--- src/rtl/radix2_divider_if.sv ---
// Operand/result handshake bundle for radix2_divider.
// The master drives a request; the slave returns registered results and status.
interface radix2_divider_if #(
  parameter int WIDTH = 8
);
  logic             start;
  logic [WIDTH-1:0] num;
  logic [WIDTH-1:0] den;
  logic [WIDTH-1:0] quot;
  logic [WIDTH-1:0] rem;
  logic             busy;
  logic             done;
  logic             div_by_zero;
  logic             overflow;

  modport master (
    output start, num, den,
    input  quot, rem, busy, done, div_by_zero, overflow
  );

  modport slave (
    input  start, num, den,
    output quot, rem, busy, done, div_by_zero, overflow
  );
endinterface

--- src/rtl/radix2_divider.sv ---
// Multi-cycle restoring divider: one shift-subtract per clock, fixed latency,
// optional two's-complement mode with divide-by-zero and MIN/-1 overflow flags.
module radix2_divider #(
  parameter int WIDTH  = 8,
  parameter bit SIGNED = 1'b0
) (
  input  logic             clk,
  input  logic             rst,
  radix2_divider_if.slave  bus
);
  localparam int CW = $clog2(WIDTH);

  typedef enum logic [2:0] {
    S_IDLE,
    S_LOAD,
    S_CALC,
    S_FIX,
    S_DONE
  } state_t;

  state_t           r_state;
  state_t           w_state_next;
  logic [WIDTH-1:0] r_num;
  logic [WIDTH-1:0] r_den;
  logic [WIDTH-1:0] r_q;
  logic [WIDTH-1:0] r_d;
  logic [WIDTH-1:0] r_r;
  logic [WIDTH-1:0] r_quot;
  logic [WIDTH-1:0] r_rem;
  logic [CW-1:0]    r_cnt;
  logic             r_sn;
  logic             r_sd;
  logic             r_dbz;
  logic             r_ovf;

  logic             w_idle_like;
  logic             w_accept;
  logic             w_dbz;
  logic             w_ovf;
  logic             w_num_neg;
  logic             w_den_neg;
  logic [WIDTH:0]   w_r_shift;
  logic [WIDTH:0]   w_diff;
  logic             w_ge;

  assign w_idle_like = (r_state == S_IDLE) || (r_state == S_DONE);
  assign w_accept    = bus.start && w_idle_like;
  assign w_dbz       = (r_den == '0);
  assign w_ovf       = SIGNED && (r_num == {1'b1, {(WIDTH-1){1'b0}}}) && (r_den == '1);
  assign w_num_neg   = SIGNED && r_num[WIDTH-1];
  assign w_den_neg   = SIGNED && r_den[WIDTH-1];

  // Partial remainder is always < divisor, so the (WIDTH+1)-bit difference never
  // wraps and its top bit alone tells whether the subtraction fits.
  assign w_r_shift = {r_r, r_q[WIDTH-1]};
  assign w_diff    = w_r_shift - {1'b0, r_d};
  assign w_ge      = ~w_diff[WIDTH];

  always_ff @(posedge clk) begin
    if (rst) r_state <= S_IDLE;
    else     r_state <= w_state_next;
  end

  always_comb begin
    w_state_next = r_state;
    case (r_state)
      S_IDLE:  if (bus.start) w_state_next = S_LOAD;
      S_LOAD:  w_state_next = (w_dbz || w_ovf) ? S_FIX : S_CALC;
      S_CALC:  if (r_cnt == '0) w_state_next = S_FIX;
      S_FIX:   w_state_next = S_DONE;
      S_DONE:  if (bus.start) w_state_next = S_LOAD;
      default: w_state_next = S_IDLE;
    endcase
  end

  always_comb begin
    bus.busy = (r_state == S_LOAD) || (r_state == S_CALC) || (r_state == S_FIX);
    bus.done = (r_state == S_DONE);
  end

  always_ff @(posedge clk) begin
    if (rst) begin
      r_num  <= '0;
      r_den  <= '0;
      r_q    <= '0;
      r_d    <= '0;
      r_r    <= '0;
      r_quot <= '0;
      r_rem  <= '0;
      r_cnt  <= '0;
      r_sn   <= 1'b0;
      r_sd   <= 1'b0;
      r_dbz  <= 1'b0;
      r_ovf  <= 1'b0;
    end else begin
      case (r_state)
        S_IDLE, S_DONE: begin
          if (w_accept) begin
            r_num <= bus.num;
            r_den <= bus.den;
            r_dbz <= 1'b0;
            r_ovf <= 1'b0;
          end
        end
        S_LOAD: begin
          r_sn  <= w_num_neg;
          r_sd  <= w_den_neg;
          r_q   <= w_num_neg ? -r_num : r_num;
          r_d   <= w_den_neg ? -r_den : r_den;
          r_r   <= '0;
          r_cnt <= CW'(WIDTH - 1);
        end
        S_CALC: begin
          r_q   <= {r_q[WIDTH-2:0], w_ge};
          r_r   <= w_ge ? w_diff[WIDTH-1:0] : w_r_shift[WIDTH-1:0];
          r_cnt <= r_cnt - 1'b1;
        end
        S_FIX: begin
          // Exceptional operands bypassed CALC; their results come straight from the latched inputs.
          if (w_dbz) begin
            r_quot <= '1;
            r_rem  <= r_num;
            r_dbz  <= 1'b1;
          end else if (w_ovf) begin
            r_quot <= r_num;
            r_rem  <= '0;
            r_ovf  <= 1'b1;
          end else begin
            r_quot <= (r_sn ^ r_sd) ? -r_q : r_q;
            r_rem  <= r_sn ? -r_r : r_r;
          end
        end
        default: ;
      endcase
    end
  end

  assign bus.quot        = r_quot;
  assign bus.rem         = r_rem;
  assign bus.div_by_zero = r_dbz;
  assign bus.overflow    = r_ovf;
endmodule

--- src/flat_wrapper.sv ---
// flat-port wrapper written by rule: the top's interface ports become plain ports
module radix2_divider_flat 
#(
  parameter int WIDTH  = 8,
  parameter bit SIGNED = 1'b0
)
  (clk, rst, bus_start, bus_num, bus_den, bus_quot, bus_rem, bus_busy, bus_done, bus_div_by_zero, bus_overflow);
  radix2_divider_if #(.WIDTH(WIDTH)) bus_i ();
  input  logic clk;
  input  logic rst;
  input wire logic [$bits(bus_i.start)-1:0] bus_start;
  input wire logic [$bits(bus_i.num)-1:0] bus_num;
  input wire logic [$bits(bus_i.den)-1:0] bus_den;
  output wire logic [$bits(bus_i.quot)-1:0] bus_quot;
  output wire logic [$bits(bus_i.rem)-1:0] bus_rem;
  output wire logic [$bits(bus_i.busy)-1:0] bus_busy;
  output wire logic [$bits(bus_i.done)-1:0] bus_done;
  output wire logic [$bits(bus_i.div_by_zero)-1:0] bus_div_by_zero;
  output wire logic [$bits(bus_i.overflow)-1:0] bus_overflow;
  assign bus_i.start = bus_start;
  assign bus_i.num = bus_num;
  assign bus_i.den = bus_den;
  assign bus_quot = bus_i.quot;
  assign bus_rem = bus_i.rem;
  assign bus_busy = bus_i.busy;
  assign bus_done = bus_i.done;
  assign bus_div_by_zero = bus_i.div_by_zero;
  assign bus_overflow = bus_i.overflow;
  radix2_divider #(.WIDTH(WIDTH), .SIGNED(SIGNED)) u_core (.clk(clk), .rst(rst), .bus(bus_i));
endmodule
--- config.mk ---
export PLATFORM = sky130hd
export DESIGN_NAME = radix2_divider_flat
export DESIGN_NICKNAME = d
export VERILOG_FILES = /design/src/rtl/radix2_divider_if.sv /design/src/rtl/radix2_divider.sv /design/src/flat_wrapper.sv
export SDC_FILE = /design/constraint.sdc
export NUM_CORES = 1
export LEC_CHECK = 0
export CORE_MARGIN = 3
export CORE_UTILIZATION = 30
export DETAILED_ROUTE_END_ITERATION = 10
export SLEW_MARGIN = 20
export SYNTH_ARGS = -nofsm -noshare
export SYNTH_HDL_FRONTEND = slang
export SYNTH_SLANG_ARGS = --single-unit
--- constraint.sdc ---
create_clock -name clk -period 4.3 [get_ports clk]
set_input_delay 1.29 -clock clk [delete_from_list [all_inputs] [get_ports clk]]
set_output_delay 1.29 -clock clk [all_outputs]
set_load 0.01 [all_outputs]
== Yosys cells after proc, flatten, opt, wreduce, memory -nomap -nowiden ==
Index checks and enable logic that the tools add are counted.
Storage, ports and cells
  flip-flop bits (word level): 63
  input bits: 19
Operators by class
  eq/ne operators: 8
  mux-type cells: 13
  bitwise gates (word level): 1
  reductions and logical operators: 13
  add/sub/neg operators: 2
Operators by type and width (number)
  $pmux W8 S2: 2
  $mux W8: 3
  $pmux W3 S4: 1
  $sub A9 B8 Y9: 1
  $logic_not A8 Y1: 1
  $ne A2 B1 Y1 const B: 4
  $eq A3 B2 Y1 const B: 2
  $logic_not A3 Y1: 2
  $mux W3: 2
  $pmux W3 S2: 1
  $reduce_and A2 Y1: 2
  $reduce_bool A2 Y1: 2
  $eq A3 B1 Y1 const B: 1
  $eq A3 B3 Y1 const B: 1
  $logic_or A1 B1 Y1: 3
  $mux W1: 3
  $reduce_and A3 Y1: 1
  $sub A3 B1 Y3 const B: 1
  $pmux W1 S2: 1
  $reduce_or A2 Y1: 1
  $logic_and A1 B1 Y1: 1
  $not A1 Y1: 1

== Logic depth before layout (Yosys ltp) ==
Gate-level depths: netlist of run 1.
  depth in word-level cells: 5
  depth in mapped cells: 9
  depth with buffers taken out: 9

== Worst setup path after synthesis of run 1 ==
Ideal clock, no wire load.
  path kind: reg-to-reg
  start: register u_core.r_q[7]
  end: register u_core.r_r[0]
  buffers on the path: 0
  library setup time: 0.117 ns
  clock period less this slack: 2.089 ns
  cell stages (with the launch flop): 10
  slack: 2.211 ns
  arrival time: 1.973 ns
  cells stage by stage: dfxtp_1 inv_1 ha_1 fa_1 nand2b_1 a21oi_2 o21ai_2 xor2_4 mux2i_1 a22o_1
Between the ends
  longest elaborated chain between the ends: 3
Ends and longest elaborated chain
  from (decl): RTL line radix2_divider.sv:25  | logic [WIDTH-1:0] r_q;
  from (signal assigned): RTL line radix2_divider.sv:108  | r_q <= w_num_neg ? -r_num : r_num;
  from (signal assigned): RTL line radix2_divider.sv:114  | r_q <= {r_q[WIDTH-2:0], w_ge};
  $sub A9 B8 Y9: RTL line radix2_divider.sv:56  | assign w_diff = w_r_shift - {1'b0, r_d};
  $mux W8 (*): RTL line radix2_divider.sv:115  | r_r <= w_ge ? w_diff[WIDTH-1:0] : w_r_shift[WIDTH-1:0];
  $pmux W8 S2 (*): RTL line radix2_divider.sv:96  | case (r_state)
  to (signal assigned): RTL line radix2_divider.sv:115
  to (decl): RTL line radix2_divider.sv:27  | logic [WIDTH-1:0] r_r;
Mark *: on every way between the ends. The rest lies on a longest branch, timed or not.
A chain may end at the register's enable or synchronous reset.

== Worst setup path in the final report of run 1 ==
  start: register u_core.r_state[0]
  end: output port bus_done
Between the ends
  longest elaborated chain between the ends: 1
Ends and longest elaborated chain
  from (decl): RTL line radix2_divider.sv:21  | state_t r_state;
  from (signal assigned): RTL line radix2_divider.sv:61  | else r_state <= w_state_next;
  $eq A3 B3 Y1: RTL line radix2_divider.sv:78  | bus.done = (r_state == S_DONE);
  to (decl): RTL line flat_wrapper.sv:17  | output wire logic [$bits(bus_i.done)-1:0] bus_done;
No other way between the ends.

==> results_dict.tcl, run 1 <==
set metrics [dict create \
    power.static_leakage_nw 1.23 \
    clock_sink_count 63 \
    critical-path-max-stage-delay_ns 0.54 \
    outcome "completed" \
    post_synthesis_cells 340 \
    number_of_global_route_vias_before_repair 2241 \
    clock_tree.htree_level_count 3 \
    crit_chain "nor2_1 -> and2_1 -> clkdlybuf4s50_1" \
    rows 35 \
    finalCritPeriodShare_pct 67.9 \
    dieHeight_um 104 \
    ys_async_sr_fraction_pct 0 \
    rsz_0062_raised_after_global_routing "no" \
    floorplan.initialDensity_pct 31.0 \
    drt_iter0_markers 160 \
    period_minus_slack_ns 2.92 \
    finish.net_count 401 \
    yosys.cell_count.top_type "dfxtp_1" \
    final_cell_count_no_fill 505 \
    finalWirelength_um 6440 \
    synth-warning-count 0 \
    hpwl_um 4590 \
    yosys_register_bits 63 \
    cts_tree "done" \
    post_dp_cell_area_um2 3310 \
    worstHoldPathType "reg -> reg" \
    cts_setup_buffers 0 \
    globalRoute.totalOverflow 0 \
    design.core.area_um2 9240 \
    cts_repair_resize_count 0 \
    syn_area_per_cell_um2 8.41 \
    totalNegativeSetupSlack_ns 0 \
    detail-route-antenna-nets 0 \
    synth.cells.most_frequent "dfxtp_1, nand2_1, nor2_1, a21oi_1, nor3_1" \
    crit_path_end_kind "output pin" \
    timing_hold_violations_final 0 \
    flow.area_growth_from_synthesis_pct 23.4 \
    synth_edf_count 0 \
    synth.net_count 370 \
    post-synth-top-area-fraction_pct 44.1 \
    fin_ws_ns 1.38 \
    num-fill-cells 942 \
    tritoncts.num_buffers 9 \
    cts_root_buf "clkbuf_8" \
    netlist.top_cell.by_area "dfxtp_1" \
    grt_pass1_wl_um 10900 \
    tightest_slew_ns 0.910 \
    post-place-cells 489 \
    synth.lib_cells_used.distinct 44 \
    ioPinCount 39 \
    synthFlopType "dfxtp_1" \
    clock_insertion_delay_worst_skew_ns 0.33 \
    pre_cts_ws_ns 1.63 \
    r2r_slack_ns 1.96 \
    die_area_um2 10700 \
    finalCoreUtilization_pct 38.2 \
    cpMaxStageDelayCell "clkdlybuf4s50_1" \
    placement.io_buffers 37 \
    layout.cell_area.non_filler_um2 3530 \
    synth-seq-area-share_pct 44.1 \
    worst-path-max-fanout 6 \
    detailroute.via_count 2361 \
    slew_headroom_pct 39.3 \
    fin_skew_ns 0.00697 \
    n_antenna_cell 0 \
    worst-setup-path-type "reg -> out" \
    data_arrival_time_of_the_critical_path_ns 1.63 \
    clock_path_buffers 2 \
    vdd_drop_max_mv 0.262 \
    final_count_of_negative_setup_slack_endpoints 0 \
    clk_pin_slew_ns 0.06 \
    initial_antenna_violation_count 0 \
    die-width_um 104 \
    maximum_operating_frequency_ghz 0.343 \
    firstDrtPassIters 4 \
    grt_max_degree 49 \
    post_synth_instance_area_um2 2860 \
    critical_path_data_required_time_ns 3.01 \
    groute.usage.overall_pct 12.4 \
    drcViolationCount 0 \
    gp_routability_congestion 0.760 \
    yosys-top-cells-area "dfxtp_1, nand2_1, nor2_1, a21oi_1, mux2i_1" \
    drive_gt1_share_pct 6.91 \
    post_drt_wl_per_cell_um 12.7 \
    power.density_nw_per_um2 527 \
    drt-vias-per-instance 4.68 \
    maxSlewViolCount 0 \
    cts_hold_repair.buffers 0 \
    max_cap_violations 0 \
    timing.critical_path.from_type "flip-flop" \
]
final timing paths:
| check | start | to | depth (start not counted) |
|---|---|---|---|
| worst min-delay path | u_core.r_cnt[0] | u_core.r_cnt[0] | 1 |
| worst max register to register | u_core.r_q[7] | u_core.r_r[0] | 9 |
| worst max-delay path | u_core.r_state[0] | bus_done | 3 |
| worst min register to register | u_core.r_cnt[0] | u_core.r_cnt[0] | 1 |
stage by stage:
| step | hold slack, ns | total power [mW] |
|---|---|---|
| 2_1_floorplan | 0.437 | 1.17 |
| 3_3_place_gp | 0.455 | 1.29 |
| 3_5_place_dp | 0.462 | 1.30 |
| 4_1_cts | 0.474 | 1.88 |
| 5_1_grt | 0.504 | 1.98 |
| 6_report | 0.472 | 1.86 |
sequential cells by signal, indices dropped and copies added, names as in the netlist:
| register | flops |
|---|---|
| u_core.bus.div_by_zero | 1 |
| u_core.bus.quot | 8 |
| u_core.bus.rem | 8 |
| u_core.r_cnt | 3 |
| u_core.r_d | 8 |
| u_core.r_den | 8 |
| u_core.r_num | 8 |
| u_core.r_q | 8 |
| u_core.r_r | 8 |
| u_core.r_state | 3 |
cells by family after synthesis:
group           after synthesis  share of synthesized area (%)
simple gates                142                           22.2
compound gates               70                           15.7
flops                        63                           44.1
buf+inv                      32                           5.03
mux                          14                           4.90
fa+ha+maj                    11                           5.07
xor+xnor                      7                           2.80
other cells                   1                          0.131
cell type report:
| type | instances | area, µm² | share of cell area [%] |
|---|---|---|---|
| Sequential cell | 63 | 1260 | 35.7 |
| Inverter | 13 | 48.8 | 1.38 |
| Clock buffer | 13 | 159 | 4.50 |
| Multi-Input combinational cell | 245 | 1460 | 41.2 |
| Clock inverter | 3 | 65.1 | 1.84 |
| Tap cell | 129 | 161 | 4.57 |
| Timing Repair Buffer | 39 | 380 | 10.8 |
worst max-delay path: cells and delay by family, from the launching register on:
kind / cells / cell delay, ns
buffers and inverters: 1 / 0.54
flip-flops: 1 / 0.36
AND/OR/NAND/NOR: 2 / 0.40
routing by layer:
layer | up-vias | GRT usage [%] | share of wire, %
met3 | 4 | 3.80 | 5.3
met2 | 48 | 19.7 | 45
met5 | - | 0 | 0
met4 | 0 | 3.42 | 0.84
li1 | 1233 | - | -
met1 | 1076 | 16.3 | 48
where the power goes:
part,switching (mW),internal (mW)
Clock,0.213,0.358
Combinational,0.323,0.229
Sequential,0.0697,0.670
Total,0.606,1.26
cell usage in the layout, fill, tap and decap left out, types with 3 or more instances in the layout:
cell             synthesis  layout
nor3_1                  15      15
inv_1                   13      13
clkbuf_8                 0      11
and2_1                   3       3
nor2_1                  46      46
mux2i_1                 14      14
ha_1                    10      10
clkdlybuf4s50_1          0      36
xor2_1                   4       4
o21ai_1                  7       7
a211oi_1                 8       8
nand2b_1                 6       6
a21oi_1                 30      30
nand2_1                 59      59
dfxtp_1                 63      63
a311oi_1                10      10
(Power assumes the default switching activity.)
==> inputs of run 2 (changes only) <==
Clock period 4.3 ns to 3.1 ns, I/O delays scaled along.
==> results_dict.tcl, run 2 (synthesized netlist as in run 1, its figures left out) <==
set metrics [dict create \
    outcome "completed" \
    timing.critical_path.from_type "flip-flop" \
    worstReg2RegStart "u_core.r_q[7]" \
    grt_pass1_wl_um 10500 \
    post_drt_wl_per_cell_um 12.7 \
    cpMaxStageDelayCell "clkdlybuf4s50_1" \
    cts_root_buf "clkbuf_8" \
    number_of_global_route_vias_before_repair 2129 \
    slew_headroom_pct 36.9 \
    max_cap_violations 0 \
    crit_chain "nor2_1 -> and2_1 -> clkdlybuf4s50_1" \
    drt_iter0_markers 104 \
    critical_path_data_required_time_ns 2.17 \
    final_count_of_negative_setup_slack_endpoints 0 \
    power_frac_seq_pct 40.5 \
    floorplan.initialDensity_pct 31.0 \
    data_arrival_time_of_the_critical_path_ns 1.61 \
    fin_ws_ns 0.555 \
    design.core.area_um2 9240 \
    crit_path_end "bus_done" \
    placement.io_buffers 37 \
    rows 35 \
    totalNegativeSetupSlack_ns 0 \
    num-fill-cells 941 \
    maxSlewViolCount 0 \
    r2r_slack_ns 0.86 \
    period_minus_slack_ns 2.54 \
    die-width_um 104 \
    vdd_drop_max_mv 0.392 \
    gp_routability_congestion 0.830 \
    final-seq-area_um2 1260 \
    maximum_operating_frequency_ghz 0.393 \
    tritoncts.num_buffers 9 \
    worstHoldPathType "reg -> reg" \
    crit_path_start "u_core.r_state[0]" \
    p_int_mw 1.69 \
    detail-route-antenna-nets 0 \
    hpwl_um 4700 \
    drcViolationCount 0 \
    cts_hold_repair.buffers 0 \
    worst-setup-path-type "reg -> out" \
    detailroute.via_count 2326 \
    clk_pin_slew_ns 0.06 \
    most-common-layout-cells "dfxtp_1, nand2_1, nor2_1" \
    finish.net_count 402 \
    power.switching_fraction_pct 33.5 \
    clock_path_buffers 2 \
    clock_sink_count 63 \
    clock_insertion_delay_worst_skew_ns 0.34 \
    reg2reg_depth 9 \
    holdCritStartpoint "u_core.r_cnt[0]" \
    layout.cells.most_common "dfxtp_1" \
    cts_setup_buffers 0 \
    crit_path_end_kind "output pin" \
    fin_skew_ns 0.00536 \
    critical-path-max-stage-delay_ns 0.54 \
    drt-vias-per-instance 4.60 \
    pre_cts_ws_ns 0.800 \
    initial_antenna_violation_count 0 \
    cts_repair_resize_count 0 \
    dieHeight_um 104 \
    power.combinational.fraction_pct 30.3 \
    pwr-share-clk_pct 29.2 \
    rr_endpoint "u_core.r_r[1]" \
    globalRoute.totalOverflow 0 \
    timing_hold_violations_final 0 \
    cts_tree "done" \
    tightest_slew_ns 0.946 \
    drive_gt1_share_pct 7.43 \
    n_antenna_cell 0 \
    firstDrtPassIters 4 \
    clock_tree.htree_level_count 3 \
    power.static_leakage_nw 1.23 \
    switching_power_uw 848 \
    rsz_0062_raised_after_global_routing "no" \
    grt_max_degree 42 \
    finalWirelength_um 6430 \
    die_area_um2 10700 \
    finalCritPeriodShare_pct 82.1 \
    flow.area_growth_from_synthesis_pct 23.2 \
    power.density_nw_per_um2 719 \
    multi_input_comb_area_um2 1460 \
    ioPinCount 39 \
    worst-path-max-fanout 6 \
    groute.usage.overall_pct 12.2 \
]
run 2: area by class of cell:
type,count,share of cell area [%]
timing repair buffer,40,11.0
multi-input combinational,245,41.3
inverter,13,1.38
clock inverter,3,1.14
clock buffer,13,4.79
tap,129,4.58
sequential,63,35.8
run 2: worst max-delay path: cells and delay by family, from the launching register on:
family / cells / cell delay (ns)
buffers and inverters: 1 / 0.54
AND/OR/NAND/NOR: 2 / 0.39
flip-flops: 1 / 0.36
run 2: worst min path at each step:
stage / cells past startpoint / slack, ns / to
global placement: 1 / 0.45 / u_core.r_cnt[0]
CTS: 1 / 0.47 / u_core.r_cnt[0]
floorplan: 1 / 0.44 / u_core.r_cnt[0]
global route: 2 / 0.50 / u_core.r_num[1]
detailed placement: 1 / 0.46 / u_core.r_cnt[0]
finish: 1 / 0.47 / u_core.r_cnt[0]
run 2: routing by layer:
| layer | vias to the layer above | share of wire (%) | track usage [%] | routed length [µm] |
|---|---|---|---|---|
| met2 | 46 | 46 | 18.6 | 2940 |
| met5 | - | 0 | 0 | 0 |
| met4 | 0 | 0.59 | 4.56 | 38 |
| met3 | 2 | 5.5 | 3.36 | 353 |
| met1 | 1056 | 48 | 16.3 | 3100 |
| li1 | 1222 | - | - | - |
run 2: through the flow:
| stage | cells | hold slack, ns | total power, mW | utilization [%] | cell area (µm²) |
|---|---|---|---|---|---|
| floorplan | 340 | 0.437 | 1.62 | - | 2860 |
| CTS | 506 | 0.472 | 2.56 | 38.1 | 3520 |
| global placement | 490 | 0.454 | 1.80 | 35.9 | 3310 |
| finish | 506 | 0.473 | 2.53 | 38.1 | 3520 |
| detailed placement | 490 | 0.458 | 1.82 | 35.9 | 3310 |
| global route | 506 | 0.503 | 2.70 | 38.1 | 3520 |
run 2: power groups by stage:
stage | Combinational [mW] | Sequential, mW | Clock (mW)
2_1_floorplan | 0.596 | 1.02 | 0
4_1_cts | 0.781 | 1.02 | 0.756
3_3_place_gp | 0.759 | 1.04 | 0
3_5_place_dp | 0.777 | 1.04 | 0
5_1_grt | 0.869 | 1.04 | 0.788
6_report | 0.768 | 1.03 | 0.740
==> inputs of run 3 (changes only) <==
Clock period 3.1 ns to 2.4 ns, I/O delays scaled along.
==> results_dict.tcl, run 3 (synthesized netlist as in run 1, its figures left out) <==
set metrics [dict create \
    clock_sink_count 63 \
    reg2reg_depth 10 \
    layout.cell_area.non_filler_um2 3600 \
    number_of_global_route_vias_before_repair 2260 \
    dieHeight_um 104 \
    critical_path_cell_count 3 \
    timing.critical_path.from_type "flip-flop" \
    rr_endpoint "u_core.r_r[0]" \
    worstHoldPathType "reg -> reg" \
    maximum_operating_frequency_ghz 0.435 \
    cts_root_buf "clkbuf_8" \
    detail-route-antenna-nets 0 \
    max_cap_violations 0 \
    critical-path-max-stage-delay_ns 0.54 \
    tritoncts.num_buffers 9 \
    groute.usage.overall_pct 12.6 \
    vdd_drop_max_mv 0.464 \
    clock_tree.htree_level_count 3 \
    cpMaxStageDelayCell "clkdlybuf4s50_1" \
    n_antenna_cell 0 \
    detailroute.via_count 2379 \
    crit_path_end_kind "output pin" \
    post_dp_cell_area_um2 3370 \
    flow.area_growth_from_synthesis_pct 25.9 \
    crit_path_end "bus_done" \
    die_area_um2 10700 \
    worst-setup-path-type "reg -> out" \
    placement.io_buffers 37 \
    finalWirelength_um 6510 \
    timing.critical_path.max_delay_family "buffers and inverters" \
    timing_hold_violations_final 0 \
    final_count_of_negative_setup_slack_endpoints 0 \
    crit_path_start "u_core.r_state[1]" \
    drt_iter0_markers 96 \
    clock_path_buffers 2 \
    clk_pin_slew_ns 0.07 \
    firstDrtPassIters 4 \
    die-width_um 104 \
    timing.hold.worst_path_depth 2 \
    totalNegativeSetupSlack_ns 0 \
    post_drt_wl_per_cell_um 12.7 \
    drcViolationCount 0 \
    rows 35 \
    floorplan.initialDensity_pct 31.0 \
    period_minus_slack_ns 2.30 \
    data_arrival_time_of_the_critical_path_ns 1.58 \
    cp_num_buf_inv 1 \
    outcome "completed" \
    grt_pass1_wl_um 11000 \
    final_cell_count_no_fill 514 \
    r2r_slack_ns 0.16 \
    rsz_0062_raised_after_global_routing "no" \
    power.static_leakage_nw 1.26 \
    most-common-layout-cells "dfxtp_1, nand2_1, nor2_1" \
    grt_max_degree 27 \
    finalCritPeriodShare_pct 95.7 \
    layout.cells.most_common "dfxtp_1" \
    crit_chain "nor2_2 -> and2_1 -> clkdlybuf4s50_1" \
    initial_antenna_violation_count 0 \
    globalRoute.totalOverflow 0 \
    tightest_slew_ns 0.689 \
    finish.net_count 410 \
    worstReg2RegStart "u_core.r_q[7]" \
    maxSlewViolCount 0 \
    ioPinCount 39 \
    cts_tree "done" \
    critical_path_data_required_time_ns 1.68 \
    post-place-cells 497 \
    drive_gt1_share_pct 9.87 \
    drt-vias-per-instance 4.63 \
    worst-path-max-fanout 6 \
    slew_headroom_pct 54.1 \
    timing.hold.ws_ns 0.476 \
    fin_skew_ns 0.00886 \
    design.core.area_um2 9240 \
    power.density_nw_per_um2 938 \
    hpwl_um 4830 \
    gp_routability_congestion 0.808 \
    clock_insertion_delay_worst_skew_ns 0.35 \
]
==> run 3: report_power, final <==
part | switching (mW) | internal [mW]
sequential | 0.122 | 1.20
combinational | 0.600 | 0.498
clock | 0.419 | 0.538
==> run 3: what timing repair did <==
| action | in CTS | in global routing |
|---|---|---|
| setup endpoints to repair | 0 | 7 |
| hold buffers | 0 | 0 |
| buffers inserted | 0 | 1 |
| resized for setup | 0 | 2 |
==> run 3: worst min path at each step <==
stage | start | endpoint
floorplan | u_core.r_cnt[0] | u_core.r_cnt[0]
global placement | u_core.r_cnt[0] | u_core.r_cnt[0]
detailed placement | u_core.r_num[1] | u_core.r_num[1]
CTS | u_core.r_num[1] | u_core.r_num[1]
global route | u_core.r_cnt[0] | u_core.r_cnt[0]
finish | u_core.r_num[1] | u_core.r_num[1]
==> run 3: cell type report <==
type                    count  area [µm²]
clock buffers              12         155
clock inverters             4        53.8
fillers                   934        5640
inverters                  13        48.8
multi-input cells         245        1460
flip-flops and latches     63        1260
well taps                 129         161
repair buffers             48         460
==> run 3: stage by stage <==
step | worst slack [ns] | util, % | total power [mW]
2_1_floorplan | 0.311 | - | 2.09
3_3_place_gp | 0.169 | 36.4 | 2.37
3_5_place_dp | 0.121 | 36.4 | 2.38
4_1_cts | 0.0348 | 38.7 | 3.34
5_1_grt | 0.00471 | 39.0 | 3.59
6_report | 0.104 | 39.0 | 3.38
==> run 3: per-layer routing <==
metal	track usage [%]	part of all wire, %	vias up
li1	-	-	1236
met1	17.0	51	1083
met2	18.6	43	47
met3	3.36	4.0	13
met4	6.27	2.2	0
met5	0	0	-
==> run 3: worst reg2reg max path: cells and delay by family, from the launching register on <==
kind                     cells  cell delay, ns
AO/OA/AOI/OAI                3            0.47
XOR/XNOR                     1            0.17
adder cells (fa/ha/maj)      2            0.62
buffers and inverters        2            0.22
flip-flops                   1            0.34
multiplexers                 1            0.11
AND/OR/NAND/NOR              1            0.20
